<file path="src/rtl/reg_file_pkg.sv">
// Shared definitions for the 2-read/1-write register file.
// Holds the default geometry and the operation encoding used to decide
// whether a cycle writes, exchanges, or leaves the bank alone.
package reg_file_pkg;

    localparam int DEFAULT_DATA_W = 8;
    localparam int DEFAULT_DEPTH  = 8;

    // What the bank does at the coming falling edge
    typedef enum logic [1:0] {
        OP_IDLE  = 2'd0,
        OP_WRITE = 2'd1,
        OP_XCHG  = 2'd2
    } op_t;

    // Exchange wins over write; a write that loses is simply dropped
    function automatic op_t select_op(input logic wr_en, input logic xchg_en);
        op_t op;
        op = OP_IDLE;
        if (xchg_en) begin
            op = OP_XCHG;
        end else if (wr_en) begin
            op = OP_WRITE;
        end
        return op;
    endfunction

endpackage

</file>
<file path="src/rtl/reg_file_cell.sv">
// One storage word of the register file: a DATA_W-bit register with an
// asynchronous active-low clear and a load enable, updated on the falling
// clock edge like the rest of the datapath.
module reg_file_cell
    import reg_file_pkg::*;
#(
    parameter int DATA_W = DEFAULT_DATA_W
) (
    input  logic              clk,
    input  logic              clr,
    input  logic              ld_en,
    input  logic [DATA_W-1:0] ld_data,
    output logic [DATA_W-1:0] q
);

    // Load the new word when enabled, otherwise keep the stored value
    always_ff @(negedge clk or negedge clr) begin
        if (!clr) begin
            q <= '0;
        end else if (ld_en) begin
            q <= ld_data;
        end
    end

endmodule

</file>
<file path="src/rtl/reg_file_2r1w.sv">
// Register file with two registered read ports, one write port, an atomic
// exchange of the two read-addressed registers and a registered write ack.
// All state changes on the falling edge of clk; clr is an async active-low
// clear of the whole bank and of the output registers.
// Optional feature: define REG_FILE_BYPASS_EN to forward same-edge write
// data to a read port whose address matches wr_addr.
module reg_file_2r1w
    import reg_file_pkg::*;
#(
    parameter  int DATA_W = DEFAULT_DATA_W,
    parameter  int DEPTH  = DEFAULT_DEPTH,
    localparam int ADDR_W = $clog2(DEPTH)
) (
    input  logic              clk,
    input  logic              clr,
    input  logic              wr_en,
    input  logic [ADDR_W-1:0] wr_addr,
    input  logic [DATA_W-1:0] wr_data,
    output logic              wr_ack,
    input  logic              rd_en,
    input  logic [ADDR_W-1:0] rd_a_addr,
    input  logic [ADDR_W-1:0] rd_b_addr,
    output logic [DATA_W-1:0] rd_a_data,
    output logic [DATA_W-1:0] rd_b_data,
    output logic              rd_valid,
    input  logic              xchg_en
);

    op_t               op;
    logic [DEPTH-1:0]  ld_en;
    logic [DATA_W-1:0] ld_data [DEPTH];
    logic [DATA_W-1:0] q       [DEPTH];
    logic [DATA_W-1:0] rd_a_next;
    logic [DATA_W-1:0] rd_b_next;

    // Decide the operation for this edge (exchange beats write)
    always_comb begin
        op = select_op(wr_en, xchg_en);
    end

    // Per-register load enables and load data for write and exchange
    always_comb begin
        for (int i = 0; i < DEPTH; i++) begin
            ld_en[i]   = 1'b0;
            ld_data[i] = q[i];
            case (op)
                OP_WRITE: begin
                    if (wr_addr == ADDR_W'(i)) begin
                        ld_en[i]   = 1'b1;
                        ld_data[i] = wr_data;
                    end
                end
                OP_XCHG: begin
                    // A self-exchange is a no-op, so only distinct indices load
                    if (rd_a_addr != rd_b_addr) begin
                        if (rd_a_addr == ADDR_W'(i)) begin
                            ld_en[i]   = 1'b1;
                            ld_data[i] = q[rd_b_addr];
                        end else if (rd_b_addr == ADDR_W'(i)) begin
                            ld_en[i]   = 1'b1;
                            ld_data[i] = q[rd_a_addr];
                        end
                    end
                end
                default: begin
                end
            endcase
        end
    end

    // Storage array, one cell per register
    for (genvar g = 0; g < DEPTH; g++) begin : g_cell
        reg_file_cell #(
            .DATA_W (DATA_W)
        ) u_cell (
            .clk     (clk),
            .clr     (clr),
            .ld_en   (ld_en[g]),
            .ld_data (ld_data[g]),
            .q       (q[g])
        );
    end

`ifdef REG_FILE_BYPASS_EN
    // Read muxes with same-edge write forwarding; exchanges never forward
    always_comb begin
        rd_a_next = q[rd_a_addr];
        rd_b_next = q[rd_b_addr];
        if (op == OP_WRITE && rd_a_addr == wr_addr) begin
            rd_a_next = wr_data;
        end
        if (op == OP_WRITE && rd_b_addr == wr_addr) begin
            rd_b_next = wr_data;
        end
    end
`else
    // Read muxes return the pre-edge contents of the bank
    always_comb begin
        rd_a_next = q[rd_a_addr];
        rd_b_next = q[rd_b_addr];
    end
`endif

    // Output registers: read data holds when no read is requested
    always_ff @(negedge clk or negedge clr) begin
        if (!clr) begin
            rd_a_data <= '0;
            rd_b_data <= '0;
            rd_valid  <= 1'b0;
            wr_ack    <= 1'b0;
        end else begin
            rd_valid <= rd_en;
            wr_ack   <= (op == OP_WRITE);
            if (rd_en) begin
                rd_a_data <= rd_a_next;
                rd_b_data <= rd_b_next;
            end
        end
    end

endmodule

</file>
<file path="config.mk">
export PLATFORM = sky130hd
export DESIGN_NAME = reg_file_2r1w
export DESIGN_NICKNAME = d
export VERILOG_FILES = /design/src/rtl/reg_file_pkg.sv /design/src/rtl/reg_file_cell.sv /design/src/rtl/reg_file_2r1w.sv
export SDC_FILE = /design/constraint.sdc
export NUM_CORES = 1
export LEC_CHECK = 0
export ABC_CLOCK_PERIOD_IN_PS = 2300
export CORE_ASPECT_RATIO = 0.5
export CORE_MARGIN = 1
export CORE_UTILIZATION = 55
export CTS_BUF_LIST = sky130_fd_sc_hd__clkbuf_8
export CTS_CLUSTER_DIAMETER = 200
export DETAILED_ROUTE_END_ITERATION = 8
export PLACE_DENSITY = 0.84
export REMOVE_ABC_BUFFERS = 1
export SYNTH_ARGS = -nofsm -noshare
export SYNTH_HDL_FRONTEND = slang
export SYNTH_HIERARCHICAL = 1
export SYNTH_SLANG_ARGS = --single-unit
</file>
<file path="constraint.sdc">
create_clock -name clk -period 2.3 [get_ports clk]
set_input_delay 0.46 -clock clk [delete_from_list [all_inputs] [get_ports clk]]
set_output_delay 0.46 -clock clk [all_outputs]
set_load 0.02 [all_outputs]
</file>
==> results.sh, run 1 <==
export IMPL_outcome="did not finish"
export IMPL_grt_overflow=1242
export IMPL_cts_buffers=9
export IMPL_seq_area_frac_synth=0.2641
export IMPL_synth_area_leader_cell="dfrtn_1"
export IMPL_cts_root_buf="clkbuf_8"
export IMPL_syn_area_per_cell_um2=9.569
export IMPL_synth_area_mm2=0.007770
export IMPL_rows=30
export IMPL_fp_dieH_um=86.05
export IMPL_synth_edf_count=0
export IMPL_post_place_ws_ns=-1.843
export IMPL_cts_hold_buf=0
export IMPL_error="[ERROR GRT-0232] Routing congestion too high. Check the congestion heatmap in the GUI."
export IMPL_die_w_um=170.1
export IMPL_syn_inst=812
export IMPL_cts_max_path_buffers=2
export IMPL_worst_endpoint_kind="register data pin"
export IMPL_async_reset_ff_frac=1.000
export IMPL_yosys_warnings=6
export IMPL_lastStage="global routing (5_1_grt)"
export IMPL_start_util=0.5687
export IMPL_grt_start_max_net_pins=65
export IMPL_synth_distinct_cells=91
export IMPL_yosys_top_cells_area="dfrtn_1 26%, mux2_4 12%, mux2_2 4.5%"
export IMPL_synth_top_area_share=0.2641
export IMPL_ioPinCount=40
export IMPL_synth_ff_type="dfrtn_1"
export IMPL_ys_ff_latch=82
export IMPL_grt_usage=1.059
export IMPL_htreeDepth=3
export IMPL_routabilityCongestion=1.118
export IMPL_dp_hpwl_mm=26.46
export IMPL_port_buffers=39
export IMPL_clock_sinks=82
export IMPL_timing_grt_repair_worst_endpoint="g_cell[3].u_cell/q[5]$_DFFE_NN0P_/D"
==> Yosys cell counts, types with 6 or more instances <==
cell type	number
o211a_1	13
buf_1	10
o21ai_0	39
nand2b_1	13
a22oi_1	38
mux2i_1	27
and3_1	11
nand3_1	24
o22ai_1	19
and2_1	8
nor2_1	68
nand2_1	40
nor2b_1	17
buf_4	8
a211oi_1	13
buf_6	19
mux2_2	31
o31ai_1	6
mux2_4	64
buf_2	10
o221ai_1	12
inv_1	6
a31oi_1	17
a21o_1	6
dfrtn_1	82
nor3_2	6
or3_1	7
nor3_1	11
a22o_1	7
o21ai_1	17
a21oi_1	29
mux4_2	10
a32oi_1	7
clkbuf_1	20
==> timing repair <==
action                                  in CTS
pin swaps                                  104
cloned                                       9
endpoints found under the setup margin      98
endpoints found under the hold margin        0
gates resized for setup                    476
buffers inserted                            56
==> metal layers <==
layer  track usage  GRT overflow
met3        0.9068            69
met4         1.252           390
met2         1.259           731
met1        0.9608            42
met5        0.7358            10
==> through the flow <==
step | util | area (µm²) | cells
4_1_cts | 0.9037 | 12350 | 1323
3_5_place_dp | 0.7475 | 10210 | 1250
3_3_place_gp | 0.7475 | 10210 | 1250
2_1_floorplan | - | 7333 | 745
==> kinds of logic after synthesis <==
logic type                 after synthesis  share of synthesized area
AOI/OAI and AO/OA                      278                     0.2649
xor gates and xnor gates                 4                   0.005476
adders and majority gates                5                   0.006441
buffers and inverters                   75                    0.06006
DFF                                     82                     0.2641
muxes                                  135                     0.2370
and+or+nand+nor                        233                     0.1620
==> inputs of run 2 (changes only) <==
--- a/config.mk
+++ b/config.mk
@@ -6,13 +6,10 @@
 export NUM_CORES = 1
 export LEC_CHECK = 0
 export ABC_CLOCK_PERIOD_IN_PS = 2300
-export CORE_ASPECT_RATIO = 0.5
 export CORE_MARGIN = 1
-export CORE_UTILIZATION = 55
-export CTS_BUF_LIST = sky130_fd_sc_hd__clkbuf_8
-export CTS_CLUSTER_DIAMETER = 200
+export CORE_UTILIZATION = 40
 export DETAILED_ROUTE_END_ITERATION = 8
-export PLACE_DENSITY = 0.84
+export PLACE_DENSITY_LB_ADDON = 0.15
 export REMOVE_ABC_BUFFERS = 1
 export SYNTH_ARGS = -nofsm -noshare
 export SYNTH_HDL_FRONTEND = slang
==> run 2 against run 1 <==
  * The flow now finishes, with violations (setup timing)
  * Area after synthesis unchanged
  * Synthesized cell count unchanged
==> results.sh, run 2 <==
export IMPL_outcome="complete, but fails checks"
export IMPL_violations="setup timing"
export IMPL_switching_share=0.4341
export IMPL_grt_start_max_net_pins=42
export IMPL_antenna_left=0
export IMPL_cts_root_buf="clkbuf_16"
export IMPL_max_slew_margin_rel=0.6386
export IMPL_fin_hold_ws_ns=0.4792
export IMPL_dp_hpwl_mm=28.29
export IMPL_worstMarginPinSlew_ns=0.5391
export IMPL_dieArea_mm2=0.01999
export IMPL_wl_mm=40.62
export IMPL_die_w_um=141.4
export IMPL_synth_ff_type="dfrtn_1"
export IMPL_final_hold_viol_count=0
export IMPL_yosys_warnings=6
export IMPL_nFillCells=1394
export IMPL_yosysMostFrequentCell="dfrtn_1"
export IMPL_grt_pass1_wl_mm=58.53
export IMPL_synth_area_leader_cell="dfrtn_1"
export IMPL_ir_drop_uv=516.2
export IMPL_port_buffers=39
export IMPL_grt_overflow=0
export IMPL_layout_cells_non_filler=1419
export IMPL_diodes=0
export IMPL_fp_dieH_um=141.4
export IMPL_via_per_inst=6.620
export IMPL_cts_hold_buf=0
export IMPL_synth_common_cells="82 x dfrtn_1, 68 x nor2_1, 64 x mux2_4, 40 x nand2_1, 39 x o21ai_0"
export IMPL_seqCellArea_mm2=0.002052
export IMPL_yosys_top_cells_area="dfrtn_1 26%, mux2_4 12%, mux2_2 4.5%"
export IMPL_final_common_cell="buf_4"
export IMPL_cp_start_kind="input port"
export IMPL_synth_edf_count=0
export IMPL_leakage_uw=0.005820
export IMPL_cp_max_fo=8
export IMPL_arrival_ns=2.30
export IMPL_multi_input_area_mm2=0.006504
export IMPL_syn_area_per_cell_um2=9.569
export IMPL_power_density_mw_per_mm2=883.8
export IMPL_critPathCaptureType="flip-flop"
export IMPL_synth_area_mm2=0.007770
export IMPL_setup_viol=98
export IMPL_power_share_sequential=0.259
export IMPL_final_max_slew_viol_count=0
export IMPL_drive_above_1_share=0.6057
export IMPL_final_cell_mix="245 x buf_4, 97 x buf_6, 85 x mux2_4"
export IMPL_grt_pass1_vias=8953
export IMPL_drc=0
export IMPL_combPwrFrac=0.606
export IMPL_cts_buffers=9
export IMPL_start_util=0.4113
export IMPL_top_layer_used="met4"
export IMPL_syn_inst=812
export IMPL_dp_cells=1329
export IMPL_p_sw_uw=5007
export IMPL_worstSkewPairLatency_ns=0.36
export IMPL_drtIter0Drc=1181
export IMPL_synth_top_area_share=0.2641
export IMPL_finClkSkew_ns=0.008029
export IMPL_clock_sinks=82
export IMPL_seq_area_frac_synth=0.2641
export IMPL_min_path_type="reg -> reg"
export IMPL_grt_usage=0.4014
export IMPL_largest_reg_flops=64
export IMPL_vias=9394
export IMPL_critPathKind="in -> reg"
export IMPL_synth_distinct_cells=91
export IMPL_power_uw=11530
export IMPL_wl_met1_mm=15.64
export IMPL_antenna_found_initial=0
export IMPL_ioPinCount=40
export IMPL_internal_power_uw=6527
export IMPL_grt_setup_unrepaired="true"
export IMPL_ys_ff_latch=82
export IMPL_setup_slack_ns=-0.9397
export IMPL_post_route_util=0.6907
export IMPL_area_delta_synth_final_pct=67.95
export IMPL_async_reset_ff_frac=1.000
export IMPL_top_regs="g_cell.u_cell/q x64, rd_a_data x8, rd_b_data x8"
export IMPL_fin_setup_tns_ns=-67.55
export IMPL_nets=1176
export IMPL_cts_tree="built"
export IMPL_drtPass1Iterations=5
export IMPL_crit_required_ns=1.36
export IMPL_dr_wl_met2_mm=17.36
export IMPL_wl_per_cell_um=28.63
export IMPL_path_clk_slew_ns=0.06
export IMPL_core_area_mm2=0.01889
export IMPL_routabilityCongestion=1.015
export IMPL_cap_violations=0
export IMPL_clockPowerShare=0.135
export IMPL_dr_wl_met3_mm=4.418
export IMPL_regMostFlops="g_cell.u_cell/q"
export IMPL_rows=50
export IMPL_cts_max_path_buffers=2
export IMPL_htreeDepth=3
[run 2: worst max-delay path: stages]
cell and delay [ns]:
buf_12 0.12, buf_4 0.14, buf_4 0.16, a2111oi_2 0.32, buf_4 0.20, a2111oi_4 0.04, or3_1 0.37, a22o_1 0.22
mux2_4 0.26
[run 2: power by group through the flow]
stage	registers (µW)	logic, µW	clock network [µW]
finish	2990	6990	1550
global route	2980	7220	1630
CTS	2890	6360	1560
detailed placement	2830	5370	0
global placement	2830	5290	0
floorplan	2720	2520	0
[run 2: timing repair]
action,CTS,global route
gates resized for setup,430,116
pin swaps,85,54
setup endpoints to repair,99,98
gates cloned,8,1
setup buffers,46,37
[run 2: worst paths after layout]
path	end	cells past startpoint	slack [ns]	start
setup / recovery	g_cell[1].u_cell/q[7]	9	-0.94	rd_a_addr[1]
hold / removal	rd_b_data[6]	1	0.48	rd_b_data[6]
setup reg to reg	g_cell[1].u_cell/q[7]	7	0.07	g_cell[0].u_cell/q[7]
hold reg to reg	rd_b_data[6]	1	0.48	rd_b_data[6]
max in group asynchronous	g_cell[3].u_cell/q[0]	2	0.90	clr
min in group asynchronous	g_cell[4].u_cell/q[6]	2	1.10	clr
[run 2: layer usage]
metal | global-route usage | vias to the layer above
met5 | 0 | -
met4 | 0.2654 | 0
met3 | 0.09045 | 199
met2 | 0.5969 | 745
met1 | 0.5223 | 4589
li1 | - | 3861
[run 2: final cells by class]
cell class	count	area share
clock inverter	7	0.006232
multi-input combinational	658	0.4984
tap	260	0.02493
inverter	8	0.002301
sequential	82	0.1572
timing repair buffer	395	0.2937
clock buffer	9	0.01726
[run 2: cell families after synthesis]
group | count (synthesis) | share of synthesized area
and+or+nand+nor | 233 | 0.1620
DFF | 82 | 0.2641
muxes | 135 | 0.2370
adders and majority gates | 5 | 0.006441
AOI/OAI and AO/OA | 278 | 0.2649
xor gates and xnor gates | 4 | 0.005476
buffers and inverters | 75 | 0.06006
[run 2: through the flow]
| step | setup slack (ns) | cell area (µm²) |
|---|---|---|
| 4_1_cts | -0.8926 | 12330 |
| 5_1_grt | -0.9582 | 13050 |
| 2_1_floorplan | -1.269 | 7333 |
| 6_report | -0.9397 | 13050 |
| 3_3_place_gp | -1.845 | 10350 |
| 3_5_place_dp | -1.842 | 10350 |
(Power assumes the default switching activity.)
==> inputs of run 3 (changes only) <==
--- a/config.mk
+++ b/config.mk
@@ -9,9 +9,9 @@
 export CORE_MARGIN = 1
 export CORE_UTILIZATION = 40
 export DETAILED_ROUTE_END_ITERATION = 8
-export PLACE_DENSITY_LB_ADDON = 0.15
+export PLACE_DENSITY = 0.59
+export RECOVER_POWER = 50
 export REMOVE_ABC_BUFFERS = 1
 export SYNTH_ARGS = -nofsm -noshare
 export SYNTH_HDL_FRONTEND = slang
-export SYNTH_HIERARCHICAL = 1
 export SYNTH_SLANG_ARGS = --single-unit
==> run 3 against run 2 <==
  * The flow still finishes with violations (setup timing)
  * Clock skew hardly changed
  * Register-to-register slack better by 0.33 ns
  * Sequential power is 21% lower
  * Critical path depth is 1 higher
  * Worst hold slack worse by 0.0079 ns
  * Sequential cell count stayed put
  * Synthesized cell count is 33% lower
  * Final cell count is 33% lower
  * Count of clock-buffer cells in the layout is 5 higher
  * Critical endpoint is now g_cell[0].u_cell.q[3]
  * Largest cell class unchanged
  * Highest routed layer unchanged
==> results.sh, run 3 <==
export IMPL_final_common_cell="buf_4"
export IMPL_synth_area_leader_cell="dfrtn_1"
export IMPL_dieArea_mm2=0.01404
export IMPL_cap_violations=0
export IMPL_grt_start_max_net_pins=58
export IMPL_yosys_top_cells_area="dfrtn_1 38%, mux2i_1 7.4%, mux4_2 5.0%"
export IMPL_post_place_ws_ns=-1.511
export IMPL_arrival_ns=1.97
export IMPL_fp_dieH_um=118.5
export IMPL_dp_hpwl_mm=13.81
export IMPL_grt_pass1_wl_mm=36.17
export IMPL_via_per_inst=6.660
export IMPL_finClkSkew_ns=0.008328
export IMPL_top_regs="g_cell.u_cell.q x64, rd_a_data x8, rd_b_data x8"
export IMPL_fin_hold_ws_ns=0.4713
export IMPL_async_reset_ff_frac=1.000
export IMPL_drive_above_1_share=0.5927
export IMPL_grt_pass1_vias=6338
export IMPL_die_w_um=118.5
export IMPL_port_buffers=39
export IMPL_leakage_uw=0.003896
export IMPL_nets=788
export IMPL_clock_sinks=82
export IMPL_synth_distinct_cells=62
export IMPL_cts_tree="built"
export IMPL_worstSkewPairLatency_ns=0.36
export IMPL_wl_met1_mm=9.572
export IMPL_grt_setup_unrepaired="true"
export IMPL_cts_root_buf="clkbuf_16"
export IMPL_final_hold_viol_count=0
export IMPL_design_area_mm2=0.009548
export IMPL_rows=42
export IMPL_dr_wl_met3_mm=2.644
export IMPL_synth_edf_count=0
export IMPL_syn_area_per_cell_um2=9.996
export IMPL_cts_max_path_buffers=2
export IMPL_outcome="complete, but fails checks"
export IMPL_ys_ff_latch=82
export IMPL_synth_ff_type="dfrtn_1"
export IMPL_drtPass1Iterations=5
export IMPL_wl_mm=25.93
export IMPL_grt_overflow=0
export IMPL_cp_max_fo=8
export IMPL_path_clk_slew_ns=0.05
export IMPL_wl_per_cell_um=27.38
export IMPL_multi_input_area_mm2=0.004258
export IMPL_ir_drop_uv=529.8
export IMPL_placed_area_mm2=0.007083
export IMPL_min_path_type="reg -> reg"
export IMPL_area_delta_synth_final_pct=75.91
export IMPL_drtIter0Drc=730
export IMPL_critPathKind="in -> reg"
export IMPL_start_util=0.4099
export IMPL_final_max_slew_viol_count=0
export IMPL_nFillCells=867
export IMPL_critPathCaptureType="flip-flop"
export IMPL_setup_viol=98
export IMPL_synth_area_mm2=0.005428
export IMPL_core_area_mm2=0.01324
export IMPL_worstMarginPinSlew_ns=0.8977
export IMPL_seq_area_frac_synth=0.3781
export IMPL_layout_cells_non_filler=947
export IMPL_grt_usage=0.3468
export IMPL_diodes=0
export IMPL_top_layer_used="met4"
export IMPL_regMostFlops="g_cell.u_cell.q"
export IMPL_crit_required_ns=1.36
export IMPL_power_density_mw_per_mm2=759.5
export IMPL_routabilityCongestion=0.9537
export IMPL_cts_buffers=9
export IMPL_ioPinCount=40
export IMPL_cp_start_kind="input port"
export IMPL_yosysMostFrequentCell="dfrtn_1"
export IMPL_seqCellArea_mm2=0.002052
export IMPL_setup_slack_ns=-0.6141
export IMPL_syn_inst=543
export IMPL_antenna_left=0
export IMPL_dp_cells=865
export IMPL_synth_common_cells="82 x dfrtn_1, 61 x nand2_1, 40 x mux2i_1, 33 x nor2_1"
export IMPL_final_cell_mix="115 x buf_4, 82 x dfrtn_1, 77 x buf_6"
export IMPL_htreeDepth=3
export IMPL_largest_reg_flops=64
export IMPL_synth_top_area_share=0.3781
export IMPL_violations="setup timing"
export IMPL_antenna_found_initial=0
export IMPL_drc=0
export IMPL_max_slew_margin_rel=0.4015
export IMPL_dr_wl_met2_mm=12.09
export IMPL_vias=6307
export IMPL_yosys_warnings=0
run 3: changes by cell type in the layout (fill, tap and decap cells not counted), sizes merged, moves of 16 or more:
cell     previous run  this run
nor3               17         1
o21a                4        24
o2111ai             0        24
nand2              40        61
nor2               68        34
buf               383       230
a22oi              39         3
a21oi              31        15
o21ai              58        12
mux2               99        16
run 3: power breakdown:
part / internal [µW] / switching (µW) / total [µW]
sequential: 1900 / 468 / 2370
clock: 901 / 627 / 1530
combinational: 1790 / 1570 / 3360
run 3: worst paths after layout:
| check | start | end | slack (ns) | cells after the start |
|---|---|---|---|---|
| setup / recovery | rd_a_addr[1] | g_cell[0].u_cell.q[3] | -0.61 | 10 |
| hold / removal | g_cell[5].u_cell.q[3] | g_cell[5].u_cell.q[3] | 0.47 | 1 |
| setup reg to reg | g_cell[7].u_cell.q[2] | g_cell[4].u_cell.q[2] | 0.40 | 4 |
| hold reg to reg | g_cell[5].u_cell.q[3] | g_cell[5].u_cell.q[3] | 0.47 | 1 |
| max in group asynchronous | clr | g_cell[5].u_cell.q[0] | 0.28 | 2 |
| min in group asynchronous | clr | rd_b_data[5] | 1.29 | 2 |
run 3: stage by stage:
stage	total power (µW)	setup TNS, ns	utilization
final	7251	-45.50	0.7210
after global routing	7493	-49.18	0.7210
after CTS	6750	-43.15	0.6711
after detailed placement	4511	-115.65	0.5349
after global placement	4440	-113.73	0.5349
after floorplan	3401	-47.60	-
run 3: layer usage:
layer / global-route usage / vias to the layer above
met4: 0.2239 / 0
li1: - / 2550
met1: 0.4324 / 3121
met3: 0.08301 / 153
met2: 0.5382 / 483
met5: 0 / -
run 3: repair_timing:
| item | CTS | global route |
|---|---|---|
| hold endpoints to repair | 0 | 0 |
| gates cloned | 12 | 3 |
| resized for setup | 371 | 130 |
| hold buffers | 0 | 0 |
| setup buffers | 45 | 13 |
| pin swaps | 82 | 57 |
| endpoints found under the setup margin | 99 | 98 |
run 3: worst max-delay path: stages:
cell,delay (ns)
buf_12,0.10
buf_12,0.14
buf_8,0.14
nor2_4,0.17
buf_6,0.15
nand2_4,0.06
a31oi_4,0.28
buf_6,0.20
o2111ai_2,0.14
o21a_1,0.12
run 3: cells by family (layout without fill, tap and decap cells):
kind of cell / Yosys count / count (layout) / synth area share
AO/OA/AOI/OAI: 173 / 174 / 0.2540
XOR/XNOR: 3 / 3 / 0.004842
buffers and inverters: 56 / 277 / 0.05809
flip-flops: 82 / 82 / 0.3781
multiplexers: 65 / 70 / 0.1533
AND/OR/NAND/NOR: 164 / 165 / 0.1517
run 3: layout make-up:
class / instances / share of cell area
clock buffer: 14 / 0.02765
clock inverter: 2 / 0.003669
inverter: 13 / 0.005111
multi-input combinational: 412 / 0.4459
sequential: 82 / 0.2149
tap: 176 / 0.02306
timing repair buffer: 248 / 0.2796
==> RTL edit (flow settings as in run 2) <==
Add a define of `REG_FILE_BYPASS_EN`.
--- a/src/rtl/reg_file_2r1w.sv
+++ b/src/rtl/reg_file_2r1w.sv
@@ -6,2 +6,4 @@
 // data to a read port whose address matches wr_addr.
+`define REG_FILE_BYPASS_EN
+
 module reg_file_2r1w
Formal check against the unedited RTL: not equivalent (Yosys sat finds a counterexample within 4 cycles, from zero or initial values).
==> RTL edit against run 2 <==
The flow still finishes with violations (setup timing). Register-to-register slack worse by 0.06 ns. Area after synthesis is 3.2% higher. Routed wire length is 1.2% lower. Clock skew is 0.0041 ns higher. Power is 8.2% higher. Sequential cell count stayed put. Die area is 3.2% higher. Clock power is 5% higher. Worst setup slack better by 0.045 ns. Cell area is 6.2% higher.
==> RTL edit: results (changes against run 2) <==
* Avg WL per Cell at 27.8 um (was 28.6 um)
* Final WL at 40,100 um (was 40,600 um)
* Initial antenna violation count at 0 (unchanged)
* Slowest CP cell: and3b_2 (was or3_1)
* DR pass1 iterations at 6 (was 5)
* Max stage delay on crit path at 0.30 ns (was 0.37 ns)
* Total track usage at 38.4% (was 40.1%)
* Top cell type's share of synthesized area at 25.6% (was 26.4%)
* Post-route clock skew at 0.0122 ns (was 0.00803 ns)
* Setup crit start: rd_b_addr[2] (was rd_a_addr[1])
* Worst-margin pin slew at 0.717 ns (was 0.539 ns)
* Top cells by count, synth: nor2_1 (86), mux2i_1 (83), dfrtn_1 (82) (was dfrtn_1 (82), nor2_1 (68), mux2_4 (64))
* Top_reg_cell synth: dfrtn_1 (unchanged)
* Final WS setup at -0.895 ns (was -0.940 ns)
* Failing checks: setup timing (unchanged)
* Seq/Total Area, Yosys at 25.6% (was 26.4%)
* Antenna Cells at 0 (unchanged)
* Worst-path fanout max at 8 (unchanged)
* Vias in the first global route at 9,134 (was 8,953)
* # fillers at 1,368 (was 1,394)
* Max IR drop VDD at 0.000482 V (was 0.000516 V)
* Cells after DPL at 1,350 (was 1,329)
* Synthesized instance count at 854 (was 812)
* Dpl hpwl at 26,500 um (was 28,300 um)
* Largest net degree at the start of global routing at 34 (was 42)
* Layout cells sized above 1 at 64.2% (was 60.6%)
* Final setup vio count at 98 (unchanged)
* Yosys cell types at 77 (was 91)
* Critical Path AT at 2.26 ns (was 2.30 ns)
* First-pass GRT wire length at 57,400 um (was 58,500 um)
* Leak at 0.00596 uW (was 0.00582 uW)
* Hold path start: rd_b_data[6] (unchanged)
* Hold Crit Class: flop to flop (unchanged)
* Nets at 1,193 (was 1,176)
* Via density per instance at 6.47 (was 6.62)
* Largest cells by area after synthesis: dfrtn_1 (26%), mux2_4 (12%), mux2i_1 (10%), o22ai_1 (5.6%), nor2_1 (4.0%) (was dfrtn_1 (26%), mux2_4 (12%), mux2_2 (4.5%), a22oi_1 (3.7%), mux2i_1 (3.5%))
* Outcome: finished with violations (unchanged)
* Routability Congestion at 0.989 (was 1.01)
* First DRT Iteration DRCs at 1,016 (was 1,181)
* Reg-to-reg critical path startpoint: g_cell[0].u_cell/q[7] (unchanged)
-- RTL edit: cell types whose count changed in the layout (fill, tap and decap cells not counted), sizes merged, moves of 12 or more --
| cell | before | now |
|---|---|---|
| a31oi | 19 | 7 |
| o22ai | 20 | 72 |
| nand3 | 24 | 5 |
| o211a | 13 | 1 |
| maj3 | 5 | 19 |
| mux2i | 28 | 83 |
| nor2 | 68 | 89 |
| o21ai | 58 | 37 |
| a22oi | 39 | 17 |
-- RTL edit: layout make-up --
cell class	count	share of cell area [%]
clock inverter	5	0.442
inverter	10	0.271
timing repair buffer	387	28.5
clock buffer	11	1.82
multi-input combinational	681	51.7
tap	265	2.39
sequential	82	14.8
-- RTL edit: path summary, 6_finish.rpt --
| check | end | slack [ns] | cells past startpoint |
|---|---|---|---|
| hold / removal | rd_b_data[6] | 0.50 | 1 |
| hold reg to reg | rd_b_data[6] | 0.50 | 1 |
| max in group asynchronous | g_cell[0].u_cell/q[5] | 0.85 | 2 |
| setup reg to reg | g_cell[0].u_cell/q[7] | 0.01 | 7 |
| setup / recovery | g_cell[3].u_cell/q[0] | -0.89 | 11 |
| min in group asynchronous | rd_a_data[6] | 0.97 | 1 |
-- RTL edit: kinds of logic after synthesis --
logic type	count (synthesis)	synth area share, %
flops	82	25.6
xor+xnor	10	1.09
simple gates	220	14.7
fa+ha+maj	19	2.37
mux	181	27.9
buf+inv	93	6.15
compound gates	249	22.3
-- RTL edit: critical path: cells and delay by family --
kind	cells	cell delay (ns)
AOI/OAI and AO/OA	3	0.51
buffers and inverters	5	0.63
muxes	1	0.27
and+or+nand+nor	2	0.36
-- RTL edit: stage by stage --
stage	hold slack (ns)	setup WS [ns]	cell area [um^2]	setup TNS, ns	utilization, %
finish	0.502	-0.895	13900	-62.09	70.7
detailed placement	0.478	-1.83	10600	-134.56	54.3
global placement	0.455	-1.72	10600	-131.64	54.3
floorplan	0.494	-2.05	7560	-110.73	-
global route	0.505	-0.931	13900	-64.63	70.7
CTS	0.502	-0.915	12900	-64.40	65.9
-- RTL edit: timing repair --
action,4_1_cts,5_1_grt
setup buffers,46,31
cloned,10,1
gates resized for setup,455,175
hold endpoints to repair,0,0
pin swaps,115,88
setup endpoints to repair,99,98
hold buffers,0,0
-- RTL edit: power by group --
group	internal [uW]	switching [uW]	total [uW]
clock network	907	709	1620
logic	4050	3480	7540
registers	2110	1220	3330
-- RTL edit: per-layer routing --
layer  track usage, %  vias up  wire length [um]
met3             7.56      188              3860
met1             50.3     4603             15800
met4             24.5        0              2610
met2             57.7      608             17800
met5                0        -                 0
li1                 -     3926                 -
